===== src/rtl/pipe_hazard_ctrl_pkg.sv =====
// Shared types for the pipeline hazard sequencer.
// Stage-control bundle plus the RUN/MDU state encoding.
package pipe_ctrl_pkg;

  localparam int REG_W = 5;

  typedef enum logic [0:0] {S_RUN, S_MDU} hz_state_t;

  typedef struct packed {
    logic pc_en;
    logic fd_en;
    logic de_en;
    logic em_en;
    logic mw_en;
    logic fd_fl;
    logic de_fl;
    logic em_fl;
  } stage_ctrl_t;

  localparam stage_ctrl_t CTL_RUN  = 8'b11111_000;
  localparam stage_ctrl_t CTL_ZERO = 8'b00000_000;
  localparam stage_ctrl_t CTL_MDU  = 8'b00011_001;
  localparam stage_ctrl_t CTL_BR   = 8'b11111_110;
  localparam stage_ctrl_t CTL_LUH  = 8'b00111_010;

endpackage


===== src/rtl/pipe_hazard_ctrl_if.sv =====
// Hazard inputs from D/E/M and the stage enable/flush bundle.
// master drives the hazard sources, slave is the sequencer.
interface pipe_hazard_ctrl_if;
  import pipe_ctrl_pkg::*;

  logic [REG_W-1:0] d_rs1;
  logic [REG_W-1:0] d_rs2;
  logic [REG_W-1:0] e_rd;
  logic d_use_rs1;
  logic d_use_rs2;
  logic e_is_load;
  logic e_branch_taken;
  logic e_mdu_start;
  logic m_mem_wait;

  logic pc_enable;
  logic fd_enable;
  logic de_enable;
  logic em_enable;
  logic mw_enable;
  logic fd_flush;
  logic de_flush;
  logic em_flush;
  logic mdu_busy;

  modport master (
    output d_rs1, d_rs2, e_rd,
    output d_use_rs1, d_use_rs2,
    output e_is_load, e_branch_taken,
    output e_mdu_start, m_mem_wait,
    input  pc_enable, fd_enable, de_enable,
    input  em_enable, mw_enable,
    input  fd_flush, de_flush, em_flush,
    input  mdu_busy
  );

  modport slave (
    input  d_rs1, d_rs2, e_rd,
    input  d_use_rs1, d_use_rs2,
    input  e_is_load, e_branch_taken,
    input  e_mdu_start, m_mem_wait,
    output pc_enable, fd_enable, de_enable,
    output em_enable, mw_enable,
    output fd_flush, de_flush, em_flush,
    output mdu_busy
  );

endinterface


===== src/rtl/pipe_hazard_ctrl_sat_counter.sv =====
// Saturating up-counter with synchronous active-low clear.
// Holds at all-ones instead of wrapping.
module sat_counter #(
  parameter int W = 16
) (
  input  logic         clk,
  input  logic         rst,
  input  logic         inc,
  output logic [W-1:0] count
);

  always_ff @(posedge clk) begin
    if (!rst) begin
      count <= '0;
    end else if (inc && (count != '1)) begin
      count <= count + W'(1);
    end
  end

endmodule


===== src/rtl/pipe_hazard_ctrl.sv =====
// Stall/flush sequencer for the F/D/E/M/W pipeline.
// Priority: mem wait, MDU occupancy, branch redirect, load-use.
module pipe_hazard_ctrl
  import pipe_ctrl_pkg::*;
#(
  parameter int MDU_LAT = 4,
  parameter int CNT_W   = 16
) (
  input  logic             clk,
  input  logic             rst,
  pipe_hazard_ctrl_if.slave hz,
  output logic [CNT_W-1:0] stall_cnt,
  output logic [CNT_W-1:0] flush_cnt
);

  localparam int CW = 4;
  localparam int INIT_I = (MDU_LAT > 3) ? MDU_LAT - 3 : 0;
  localparam logic [CW-1:0] CNT_INIT = CW'(INIT_I);
  localparam logic MDU_MULTI = (MDU_LAT > 1);
  localparam logic MDU_LONG  = (MDU_LAT > 2);

  hz_state_t   state;
  hz_state_t   state_n;
  logic [CW-1:0] cnt;
  logic [CW-1:0] cnt_n;
  stage_ctrl_t ctl;
  logic        luh;
  logic        br_inc;
  logic        rs1_hit;
  logic        rs2_hit;

  assign rs1_hit = hz.d_use_rs1 && (hz.d_rs1 == hz.e_rd);
  assign rs2_hit = hz.d_use_rs2 && (hz.d_rs2 == hz.e_rd);
  assign luh = hz.e_is_load && (hz.e_rd != '0)
             && (rs1_hit || rs2_hit);

  always_comb begin
    ctl     = CTL_RUN;
    state_n = state;
    cnt_n   = cnt;
    br_inc  = 1'b0;
    if (!rst) begin
      ctl = CTL_ZERO;
    end else begin
      unique case (state)
        S_RUN: begin
          if (hz.m_mem_wait) begin
            ctl = CTL_ZERO;
          end else if (hz.e_mdu_start && MDU_MULTI) begin
            ctl = CTL_MDU;
            if (MDU_LONG) begin
              state_n = S_MDU;
              cnt_n   = CNT_INIT;
            end
          end else if (hz.e_branch_taken) begin
            ctl    = CTL_BR;
            br_inc = 1'b1;
          end else if (luh) begin
            ctl = CTL_LUH;
          end
        end
        S_MDU: begin
          // cnt==0 is the last stalled cycle; release follows in S_RUN
          if (hz.m_mem_wait) begin
            ctl = CTL_ZERO;
          end else begin
            ctl = CTL_MDU;
            if (cnt != '0) cnt_n = cnt - CW'(1);
            else state_n = S_RUN;
          end
        end
        default: begin
          state_n = S_RUN;
        end
      endcase
    end
  end

  always_ff @(posedge clk) begin
    if (!rst) begin
      state <= S_RUN;
      cnt   <= '0;
    end else begin
      state <= state_n;
      cnt   <= cnt_n;
    end
  end

  assign hz.pc_enable = ctl.pc_en;
  assign hz.fd_enable = ctl.fd_en;
  assign hz.de_enable = ctl.de_en;
  assign hz.em_enable = ctl.em_en;
  assign hz.mw_enable = ctl.mw_en;
  assign hz.fd_flush  = ctl.fd_fl;
  assign hz.de_flush  = ctl.de_fl;
  assign hz.em_flush  = ctl.em_fl;
  assign hz.mdu_busy  = (state == S_MDU);

  sat_counter #(.W(CNT_W)) u_stall (
    .clk   (clk),
    .rst   (rst),
    .inc   (!ctl.pc_en),
    .count (stall_cnt)
  );

  sat_counter #(.W(CNT_W)) u_flush (
    .clk   (clk),
    .rst   (rst),
    .inc   (br_inc),
    .count (flush_cnt)
  );

  a_br_mdu: assert property (@(posedge clk) disable iff (!rst)
    !(hz.e_branch_taken && hz.e_mdu_start));

endmodule


===== src/flat_wrapper.sv =====
// flat-port wrapper written by rule: the top's interface ports become plain ports
module pipe_hazard_ctrl_flat import pipe_ctrl_pkg::*;
#(
  parameter int MDU_LAT = 4,
  parameter int CNT_W   = 16
)
  (clk, rst, stall_cnt, flush_cnt, hz_d_rs1, hz_d_rs2, hz_e_rd, hz_d_use_rs1, hz_d_use_rs2, hz_e_is_load, hz_e_branch_taken, hz_e_mdu_start, hz_m_mem_wait, hz_pc_enable, hz_fd_enable, hz_de_enable, hz_em_enable, hz_mw_enable, hz_fd_flush, hz_de_flush, hz_em_flush, hz_mdu_busy);
  pipe_hazard_ctrl_if hz_i ();
  input  logic clk;
  input  logic rst;
  output logic [CNT_W-1:0] stall_cnt;
  output logic [CNT_W-1:0] flush_cnt;
  input wire logic [$bits(hz_i.d_rs1)-1:0] hz_d_rs1;
  input wire logic [$bits(hz_i.d_rs2)-1:0] hz_d_rs2;
  input wire logic [$bits(hz_i.e_rd)-1:0] hz_e_rd;
  input wire logic [$bits(hz_i.d_use_rs1)-1:0] hz_d_use_rs1;
  input wire logic [$bits(hz_i.d_use_rs2)-1:0] hz_d_use_rs2;
  input wire logic [$bits(hz_i.e_is_load)-1:0] hz_e_is_load;
  input wire logic [$bits(hz_i.e_branch_taken)-1:0] hz_e_branch_taken;
  input wire logic [$bits(hz_i.e_mdu_start)-1:0] hz_e_mdu_start;
  input wire logic [$bits(hz_i.m_mem_wait)-1:0] hz_m_mem_wait;
  output wire logic [$bits(hz_i.pc_enable)-1:0] hz_pc_enable;
  output wire logic [$bits(hz_i.fd_enable)-1:0] hz_fd_enable;
  output wire logic [$bits(hz_i.de_enable)-1:0] hz_de_enable;
  output wire logic [$bits(hz_i.em_enable)-1:0] hz_em_enable;
  output wire logic [$bits(hz_i.mw_enable)-1:0] hz_mw_enable;
  output wire logic [$bits(hz_i.fd_flush)-1:0] hz_fd_flush;
  output wire logic [$bits(hz_i.de_flush)-1:0] hz_de_flush;
  output wire logic [$bits(hz_i.em_flush)-1:0] hz_em_flush;
  output wire logic [$bits(hz_i.mdu_busy)-1:0] hz_mdu_busy;
  assign hz_i.d_rs1 = hz_d_rs1;
  assign hz_i.d_rs2 = hz_d_rs2;
  assign hz_i.e_rd = hz_e_rd;
  assign hz_i.d_use_rs1 = hz_d_use_rs1;
  assign hz_i.d_use_rs2 = hz_d_use_rs2;
  assign hz_i.e_is_load = hz_e_is_load;
  assign hz_i.e_branch_taken = hz_e_branch_taken;
  assign hz_i.e_mdu_start = hz_e_mdu_start;
  assign hz_i.m_mem_wait = hz_m_mem_wait;
  assign hz_pc_enable = hz_i.pc_enable;
  assign hz_fd_enable = hz_i.fd_enable;
  assign hz_de_enable = hz_i.de_enable;
  assign hz_em_enable = hz_i.em_enable;
  assign hz_mw_enable = hz_i.mw_enable;
  assign hz_fd_flush = hz_i.fd_flush;
  assign hz_de_flush = hz_i.de_flush;
  assign hz_em_flush = hz_i.em_flush;
  assign hz_mdu_busy = hz_i.mdu_busy;
  pipe_hazard_ctrl #(.MDU_LAT(MDU_LAT), .CNT_W(CNT_W)) u_core (.clk(clk), .rst(rst), .hz(hz_i), .stall_cnt(stall_cnt), .flush_cnt(flush_cnt));
endmodule

===== config.mk =====
export PLATFORM = sky130hd
export DESIGN_NAME = pipe_hazard_ctrl_flat
export DESIGN_NICKNAME = d
export VERILOG_FILES = /design/src/rtl/pipe_hazard_ctrl_pkg.sv /design/src/rtl/pipe_hazard_ctrl_if.sv /design/src/rtl/pipe_hazard_ctrl_sat_counter.sv /design/src/rtl/pipe_hazard_ctrl.sv /design/src/flat_wrapper.sv
export SDC_FILE = /design/constraint.sdc
export NUM_CORES = 1
export LEC_CHECK = 0
export BUFFER_PORTS_ARGS = -buffer_cell sky130_fd_sc_hd__buf_2
export CORE_ASPECT_RATIO = 2
export CORE_MARGIN = 4
export CORE_UTILIZATION = 45
export DETAILED_ROUTE_END_ITERATION = 10
export PLACE_DENSITY = 0.68
export SYNTH_ARGS = -nofsm -noshare
export SYNTH_HDL_FRONTEND = slang
export SYNTH_HIERARCHICAL = 1
export SYNTH_SLANG_ARGS = --single-unit

===== constraint.sdc =====
create_clock -name clk -period 3.5 [get_ports clk]
set_clock_uncertainty 0.05 [all_clocks]
set_input_delay 0.175 -clock clk [delete_from_list [all_inputs] [get_ports clk]]
set_output_delay 0.175 -clock clk [all_outputs]
set_load 0.1 [all_outputs]

==> flow_summary.ini, run 1 <==
[pwr]
p_int_w = 0.000700
powerDensity_mw_per_mm2 = 370
power_switching_w = 0.000274
p_leak_nw = 1.06
peakVddDrop_v = 0.000284
pwr-share-clk_pct = 40.1
p_comb_share_pct = 14.9
fin_total_pwr_w = 0.000974
p_seq_share_pct = 44.9
swShare_pct = 28.2

[logic_synthesis]
synthesis.area_mm2 = 0.00213
yosysTopAreaCellShare_pct = 34.7
syn-mean-instance-area_um2 = 8.47
yosys.area.top_type = dfxtp_1
ys_warn_count = 6
synth_edf_count = 0
synth_cell_type_count = 40
async_reset_ff_share_pct = 0
ys_top_cells_by_count = dfxtp_1, nand2_1, a21oi_1, inv_1, nor2_1
synthCells = 252
seq_area_frac_synth_pct = 34.7
synth_flop_cell = dfxtp_1
synth.most_common_cell = dfxtp_1
synth_nets = 278
ys_ff_latch = 37
synth_area_leaders = dfxtp_1, a21oi_1, nand2_1

[detailed_routing]
finalWirelength_um = 5410
final_antenna_net_count = 0
drtIter0Drc = 64
drc_errors = 0
drtPass1Iterations = 4
routed_via_density = 5.90
dr_total_vias = 2207
wl_per_cell_um = 14.5

[cts]
cts_resized = 0
htree_levels = 2
cts_tree = done
ctsRootBufferMaster = clkbuf_8
holdBufCountCts = 0
path_clk_slew_ns = 0.08
clock_sinks = 37
clk_path_buf_depth = 2
numCtsBuffers = 5
post_cts_buffers = 0
clk_latency_ns = 0.29

[floorplanning]
ioPinCount = 64
die_w_um = 56.7
die_area_mm2 = 0.00597
rows = 35
core-area_mm2 = 0.00460
dieHeight_um = 105
initial_core_util_pct = 46.4

[setup_path]
worstPathRequired_ns = 3.67
start_kind = input port
end_kind = flop
arrival_ns = 2.76
criticalPathCategory = in -> reg
worst-path-max-fanout = 10

[status]
status = finished clean

[sta]
fin_crit_ns = 2.59
setup_viol = 0
finalCritPeriodShare_pct = 74.0
rsz0062_at_grt = false
max_freq_mhz = 386
final.setup.tns_ns = 0
drv_slew = 0
max_slew_margin_pct = 46.3
worst_slew_pin_slew_ns = 0.799
final-hold-violation-count = 0

[finish]
diodes = 0
fillers = 436
fin_nets = 344
finish.utilization_pct = 57.3
drive_gt1_share_pct = 26.3
syn_to_final_growth_pct = 23.5

[grt]
grt_pass1_vias = 2084
grt_overflow = 0
grt_first_pass_wirelength_um = 9320
grt_max_degree = 18
grt_usage_pct = 19.2
antenna_found_initial = 0

[place]
dp_hpwl_um = 4180
portBuffers = 63
gp_congestion = 0.872

[flow_run]
cap_violations = 0

[hold_path]
hp-class = in -> reg
==> worst max-delay path: stages <==
cell,delay (ns)
buf_2,0.12
xor2_1,0.15
nor4_1,0.29
a32oi_1,0.20
o31ai_1,0.72
nand2_1,0.39
or4_1,0.55
a21oi_1,0.16
==> cell usage in the layout (no fill, tap or decap), drive strengths merged, types with 2 or more instances in the layout <==
master and instances:
nand4 8, inv 14, nor3 5, nand3 12, o41ai 2, nand2 24, nor4bb 2, nor2 14
o311ai 2, mux2i 6, clkinvlp 2, dfxtp 37, ha 3, a21oi 19, nand3b 3, xor2 10
clkbuf 6, xnor2 5, and4 6, or4 11, nor4 10, nor3b 4, o211a 3, or3 7
o21ai 10, nand2b 5, buf 65, o31ai 12, o211ai 2
==> state kept, by name (all words and copies together) (netlist names) <==
| register | cells |
|---|---|
| u_core/u_stall/count | 16 |
| u_core/cnt | 4 |
| u_core/u_flush/count | 16 |
| u_core/hz.mdu_busy | 1 |
==> cell families after synthesis <==
family,after synthesis,share of synthesized area [%]
simple gates,113,32.3
compound gates,57,17.9
flops,37,34.7
buf+inv,21,4.40
xor+xnor,15,6.16
mux,6,2.82
fa+ha+maj,3,1.76
==> area by class of cell <==
cell class                 instances  area (um^2)  share of cell area (%)
multi-input combinational        194         1320                    49.9
clock buffer                       6         82.6                    3.13
inverter                          15         60.1                    2.28
clock inverter                     2         37.5                    1.42
tap                               55         68.8                    2.61
timing repair buffer              65          330                    12.5
sequential                        37          741                    28.1
==> power by group through the flow <==
stage	registers [W]	logic (W)	clock network, W
6_report	0.000437	0.000146	0.000391
5_1_grt	0.000439	0.000157	0.000421
4_1_cts	0.000438	0.000147	0.000407
3_5_place_dp	0.000448	0.000146	0
3_3_place_gp	0.000447	0.000145	0
2_1_floorplan	0.000478	0.0000789	0
==> path summary, 6_finish.rpt <==
check	from	endpoint	slack (ns)	depth (start not counted)
worst min-delay path	hz_e_mdu_start	u_core/hz.mdu_busy	0.18	3
worst max register to register	u_core/hz.mdu_busy	u_core/u_stall/count[7]	1.47	5
worst min register to register	u_core/u_stall/count[1]	u_core/u_stall/count[1]	0.47	2
worst max-delay path	hz_e_rd[3]	u_core/u_stall/count[7]	0.91	8
==> metal layers <==
layer,share of wire (%),GRT usage (%)
met5,0,0
met4,2.3,9.85
met3,6.2,3.92
met2,54,35.8
met1,37,19.2
==> metrics by stage <==
stage	cell area (um^2)	worst slack (ns)	hold slack, ns	std cells
floorplan	2150	-0.0363	0.253	252
global placement	2510	0.663	0.454	366
detailed placement	2510	0.613	0.457	366
CTS	2640	0.893	0.168	374
global route	2640	0.676	0.194	374
finish	2640	0.909	0.176	374
Power figures use the tool's default switching activity.
==> inputs of run 2 (changes only) <==
--- a/config.mk
+++ b/config.mk
@@ -10,7 +10,7 @@
 export CORE_MARGIN = 4
 export CORE_UTILIZATION = 45
 export DETAILED_ROUTE_END_ITERATION = 10
-export PLACE_DENSITY = 0.68
+export PLACE_DENSITY = 0.71
 export SYNTH_ARGS = -nofsm -noshare
 export SYNTH_HDL_FRONTEND = slang
 export SYNTH_HIERARCHICAL = 1
==> constraint.sdc (replaced) <==
create_clock -name clk -period 2.2 [get_ports clk]
set_clock_uncertainty 0.05 [all_clocks]
set_input_delay 0.11 -clock clk [delete_from_list [all_inputs] [get_ports clk]]
set_output_delay 0.11 -clock clk [all_outputs]
set_load 0.1 [all_outputs]
==> run 2 against run 1 <==
Compared with the run above: power increased by 44%; critical path depth up 1; critical endpoint is now u_core/u_stall/count[11]; global-route usage decreased by 0.068 points; cell area grew 4.7%; combinational power grew 71%; sequential share of layout area decreased by 0.49 points; utilization grew 2.7 points; register-to-register slack got worse by 1.2 ns; final cell count increased by 2.9%; worst setup slack lost 0.66 ns; non-clock buffer count increased by 11; clock-buffer cell count stayed put.
==> flow_summary.ini, run 2 (synthesis results as in run 1) <==
[flow_run]
cap_violations = 0

[sta]
max_freq_mhz = 513
setup_ws_ns = 0.249
max_slew_margin_pct = 60.5
fin_crit_ns = 1.95
drv_slew = 0
finalCritPeriodShare_pct = 88.7
rsz0062_at_grt = false
final-hold-violation-count = 0
setup_viol = 0
worst_slew_pin_slew_ns = 0.584

[detailed_routing]
drtPass1Iterations = 4
final_antenna_net_count = 0
finalWirelength_um = 5660
route.met3.wl_um = 267
drt-met1-wl_um = 2060
routed_via_density = 5.81
wl_per_cell_um = 14.7
wl_met2_um = 3100
drc_errors = 0
dr_total_vias = 2235
dr.max_layer_used = met4
drtIter0Drc = 47

[floorplanning]
die_area_mm2 = 0.00597
dieHeight_um = 105
rows = 35
die_w_um = 56.7
initial_core_util_pct = 46.4
core-area_mm2 = 0.00460
ioPinCount = 64

[cts]
htree_levels = 2
clk_path_buf_depth = 2
holdBufCountCts = 0
clock_sinks = 37
ctsRootBufferMaster = clkbuf_8
cts_resized = 0
post_cts_buffers = 0
path_clk_slew_ns = 0.07
cts_tree = done
clk_latency_ns = 0.29
numCtsBuffers = 5

[hold_path]
min_path_cells = 3
hp-start = hz_e_mdu_start
hp-class = in -> reg
whs_endpoint = u_core/hz.mdu_busy

[setup_path]
start_kind = input port
timing.rr.start = u_core/hz.mdu_busy
path_cells = buf_2 -> xor2_1 -> nor4_1 -> a32oi_1 -> o31ai_1 -> buf_4 -> nand2_1 -> nor4bb_1 -> mux2i_1
r2r_setup_slack_ns = 0.25
critPathMaxStageDelay_ns = 0.43
r2r-end = u_core/u_flush/count[6]
critical-path-slowest-cell = nor4bb_1
critical_path_buf_inv_count = 2
crit_start = hz_e_rd[3]
worst-path-max-fanout = 10
worstPathRequired_ns = 2.36
arrival_ns = 2.11
end_kind = flop
criticalPathCategory = in -> reg
rr_worst_depth = 7
cpLargestDelayFamily = simple AND/OR/NAND/NOR gates

[finish]
layout_common_cells = buf_2, nand2_1, dfxtp_1
final_common_cell = buf_2
regArea_um2 = 762
fillers = 456
syn_to_final_growth_pct = 29.3
top_regs = u_core/u_flush/count x16, u_core/u_stall/count x16, u_core/cnt x4
fin_nets = 355
stdcell_count = 385
drive_gt1_share_pct = 34.5
multiInputGateArea_mm2 = 0.00134
diodes = 0

[pwr]
p_int_w = 0.000977
p_comb_share_pct = 17.7
p_seq_share_pct = 49.5
pwr-share-clk_pct = 32.7
swShare_pct = 30.6
power_switching_w = 0.000431
p_leak_nw = 1.12
peakVddDrop_v = 0.000339
fin_total_pwr_w = 0.00141
powerDensity_mw_per_mm2 = 510

[status]
status = finished clean

[place]
dp_hpwl_um = 4420
dpl.cell_count = 377
pre_cts_slack_ns = -0.0410
portBuffers = 63
gp_congestion = 0.879

[grt]
grt_usage_pct = 19.1
antenna_found_initial = 0
grt_pass1_vias = 2189
grt_max_degree = 18
grt_overflow = 0
grt_first_pass_wirelength_um = 9320
-- run 2: worst max path at each step --
stage	end	slack [ns]	cells after the start
3_3_place_gp	u_core/u_stall/count[15]	0.01	10
5_1_grt	u_core/u_stall/count[13]	0.07	9
4_1_cts	u_core/u_flush/count[6]	0.25	7
3_5_place_dp	u_core/u_stall/count[11]	-0.04	9
6_report	u_core/u_stall/count[11]	0.25	9
2_1_floorplan	u_core/u_flush/count[6]	-0.76	7
-- run 2: area by class of cell --
class                      instances  share of cell area, %
multi-input combinational        194                   48.7
sequential                        37                   27.6
timing repair buffer              76                   16.1
clock buffer                       6                   2.63
tap                               55                   2.49
inverter                          15                   2.18
clock inverter                     2                  0.363
-- run 2: power by group through the flow --
stage	clock, W	combinational (W)	sequential [W]
after floorplan	0	0.000127	0.000762
after CTS	0.000478	0.000251	0.000697
after global placement	0	0.000247	0.000712
after global routing	0.000507	0.000267	0.000700
after detailed placement	0	0.000251	0.000712
final	0.000461	0.000250	0.000697
-- run 2: worst min-delay path, stage by stage --
cell and delay (ns):
buf_2 0.12, nand2_1 0.07, a21boi_0 0.07
-- run 2: metrics by stage --
stage               area, um^2  hold slack [ns]  TNS [ns]  utilization, %
floorplan                 2200            0.186    -13.54               -
global placement          2680            0.382         0            58.2
detailed placement        2680            0.384   -0.0578            58.2
global route              2760            0.107         0            60.0
finish                    2760           0.0768         0            60.0
CTS                       2760           0.0742         0            60.0
-- run 2: layer usage --
layer,GRT usage [%],up-vias
li1,-,1104
met2,36.0,75
met5,0,-
met4,10.7,0
met3,3.06,22
met1,19.0,1034
==> inputs of run 3 (changes only) <==
--- a/config.mk
+++ b/config.mk
@@ -11,6 +11,7 @@
 export CORE_UTILIZATION = 45
 export DETAILED_ROUTE_END_ITERATION = 10
 export PLACE_DENSITY = 0.71
+export RECOVER_POWER = 50
 export SYNTH_ARGS = -nofsm -noshare
 export SYNTH_HDL_FRONTEND = slang
 export SYNTH_HIERARCHICAL = 1
==> run 3 against run 2 <==
Compared with the run above: critical path depth unchanged; sequential power about the same; utilization decreased by 1.1 points; fmax decreased by 0.43%; clock-buffer cell count unchanged; final cell count unchanged; register-to-register slack about the same; clock power about the same; sequential cell count unchanged; via count increased by 0.58%; worst setup slack got worse by 0.0085 ns; critical endpoint is now u_core/u_stall/count[9]; die area unchanged.
==> flow_summary.ini, run 3 (synthesis results as in run 1) <==
[grt]
grt_overflow = 0
antenna_found_initial = 0
grt_max_degree = 18
grt_first_pass_wirelength_um = 9320
grt_usage_pct = 19.1
grt_pass1_vias = 2189

[place]
dpl.cell_count = 377
gp_congestion = 0.879
portBuffers = 63
dpl-instance-area_mm2 = 0.00268
dp_hpwl_um = 4420

[cts]
post_cts_buffers = 0
cts_resized = 0
cts_tree = done
clk_path_buf_depth = 2
clk_latency_ns = 0.29
htree_levels = 2
numCtsBuffers = 5
ctsRootBufferMaster = clkbuf_8
path_clk_slew_ns = 0.07
holdBufCountCts = 0
clock_sinks = 37

[pwr]
peakVddDrop_v = 0.000338
swShare_pct = 30.6
powerDensity_mw_per_mm2 = 518
p_int_w = 0.000974
p_leak_nw = 0.967
p_comb_share_pct = 17.6
power_switching_w = 0.000429
p_seq_share_pct = 49.7
pwr-share-clk_pct = 32.7

[setup_path]
end_kind = flop
r2r-end = u_core/u_flush/count[6]
timing.rr.start = u_core/hz.mdu_busy
arrival_ns = 2.12
critPathMaxStageDelay_ns = 0.54
criticalPathCategory = in -> reg
worst-path-max-fanout = 10
path_cells = buf_2 -> xor2_1 -> nor4_1 -> a32oi_1 -> o31ai_1 -> buf_4 -> nand2_1 -> or4_1 -> a21oi_1
worstPathRequired_ns = 2.36
start_kind = input port
r2r_setup_slack_ns = 0.25
rr_worst_depth = 7
critical-path-slowest-cell = or4_1

[detailed_routing]
final_antenna_net_count = 0
finalWirelength_um = 5660
drc_errors = 0
routed_via_density = 5.84
dr_total_vias = 2248
drtPass1Iterations = 5
wl_per_cell_um = 14.7
drtIter0Drc = 57

[sta]
final-hold-violation-count = 0
max_freq_mhz = 510
setup_viol = 0
finalCritPeriodShare_pct = 89.1
drv_slew = 0
worst_slew_pin_slew_ns = 1.18
max_slew_margin_pct = 21.5
rsz0062_at_grt = false
fin_crit_ns = 1.96

[floorplanning]
ioPinCount = 64
die_area_mm2 = 0.00597
core-area_mm2 = 0.00460
die_w_um = 56.7
dieHeight_um = 105
initial_core_util_pct = 46.4
rows = 35

[finish]
fin_nets = 355
final_common_cell = clkbuf_1
drive_gt1_share_pct = 23.3
syn_to_final_growth_pct = 26.9
layout_common_cells = clkbuf_1, buf_2, nand2_1, dfxtp_1, a21oi_1
stdcell_count = 385
design_area_mm2 = 0.00271
diodes = 0
top_regs = u_core/u_flush/count x16, u_core/u_stall/count x16, u_core/cnt x4

[hold_path]
min_path_cells = 3
hp-start = hz_e_mdu_start
hp-class = in -> reg
whs_endpoint = u_core/hz.mdu_busy

[flow_run]
cap_violations = 0

[status]
status = finished clean
-- run 3: cell type report --
type / instances / area (um^2)
Fill cell: 464 / 1890
Multi-Input combinational cell: 194 / 1340
Sequential cell: 37 / 762
Timing Repair Buffer: 76 / 398
Clock buffer: 6 / 72.6
Tap cell: 55 / 68.8
Inverter: 15 / 60.1
Clock inverter: 2 / 10.0
-- run 3: worst max path at each step --
stage / startpoint / endpoint / slack (ns) / depth (start not counted)
finish: hz_e_rd[3] / u_core/u_stall/count[9] / 0.24 / 9
CTS: u_core/hz.mdu_busy / u_core/u_flush/count[6] / 0.25 / 7
global route: hz_e_rd[3] / u_core/u_stall/count[13] / 0.07 / 9
detailed placement: hz_e_rd[3] / u_core/u_stall/count[11] / -0.04 / 9
global placement: hz_e_rd[3] / u_core/u_stall/count[15] / 0.01 / 10
floorplan: u_core/hz.mdu_busy / u_core/u_flush/count[6] / -0.76 / 7
-- run 3: power groups by stage --
stage / clock network (W) / registers [W] / logic [W]
6_report: 0.000459 / 0.000697 / 0.000247
5_1_grt: 0.000507 / 0.000700 / 0.000264
4_1_cts: 0.000478 / 0.000697 / 0.000251
3_5_place_dp: 0 / 0.000712 / 0.000251
3_3_place_gp: 0 / 0.000712 / 0.000247
2_1_floorplan: 0 / 0.000762 / 0.000127
-- run 3: per-stage QoR --
stage / setup slack (ns) / utilization, % / hold WS [ns] / total power, W / setup TNS [ns]
after global placement: 0.0146 / 58.2 / 0.382 / 0.000959 / 0
after floorplan: -0.762 / - / 0.186 / 0.000889 / -13.54
after global routing: 0.0732 / 58.9 / 0.107 / 0.00147 / 0
after CTS: 0.250 / 60.0 / 0.0742 / 0.00143 / 0
final: 0.241 / 58.9 / 0.0776 / 0.00140 / 0
after detailed placement: -0.0410 / 58.2 / 0.384 / 0.000963 / -0.0578
-- run 3: critical path, delay by kind of cell --
kind,cells,cell delay [ns]
and+or+nand+nor,3,1.01
AOI/OAI and AO/OA,3,0.55
buffers and inverters,2,0.29
xor gates and xnor gates,1,0.15
-- run 3: per-layer routing --
layer / routed length, um / up-vias / global-route usage (%)
met3: 284 / 20 / 3.06
li1: - / 1106 / -
met1: 2060 / 1043 / 19.0
met4: 212 / 0 / 10.7
met2: 3100 / 79 / 36.0
met5: 0 / - / 0
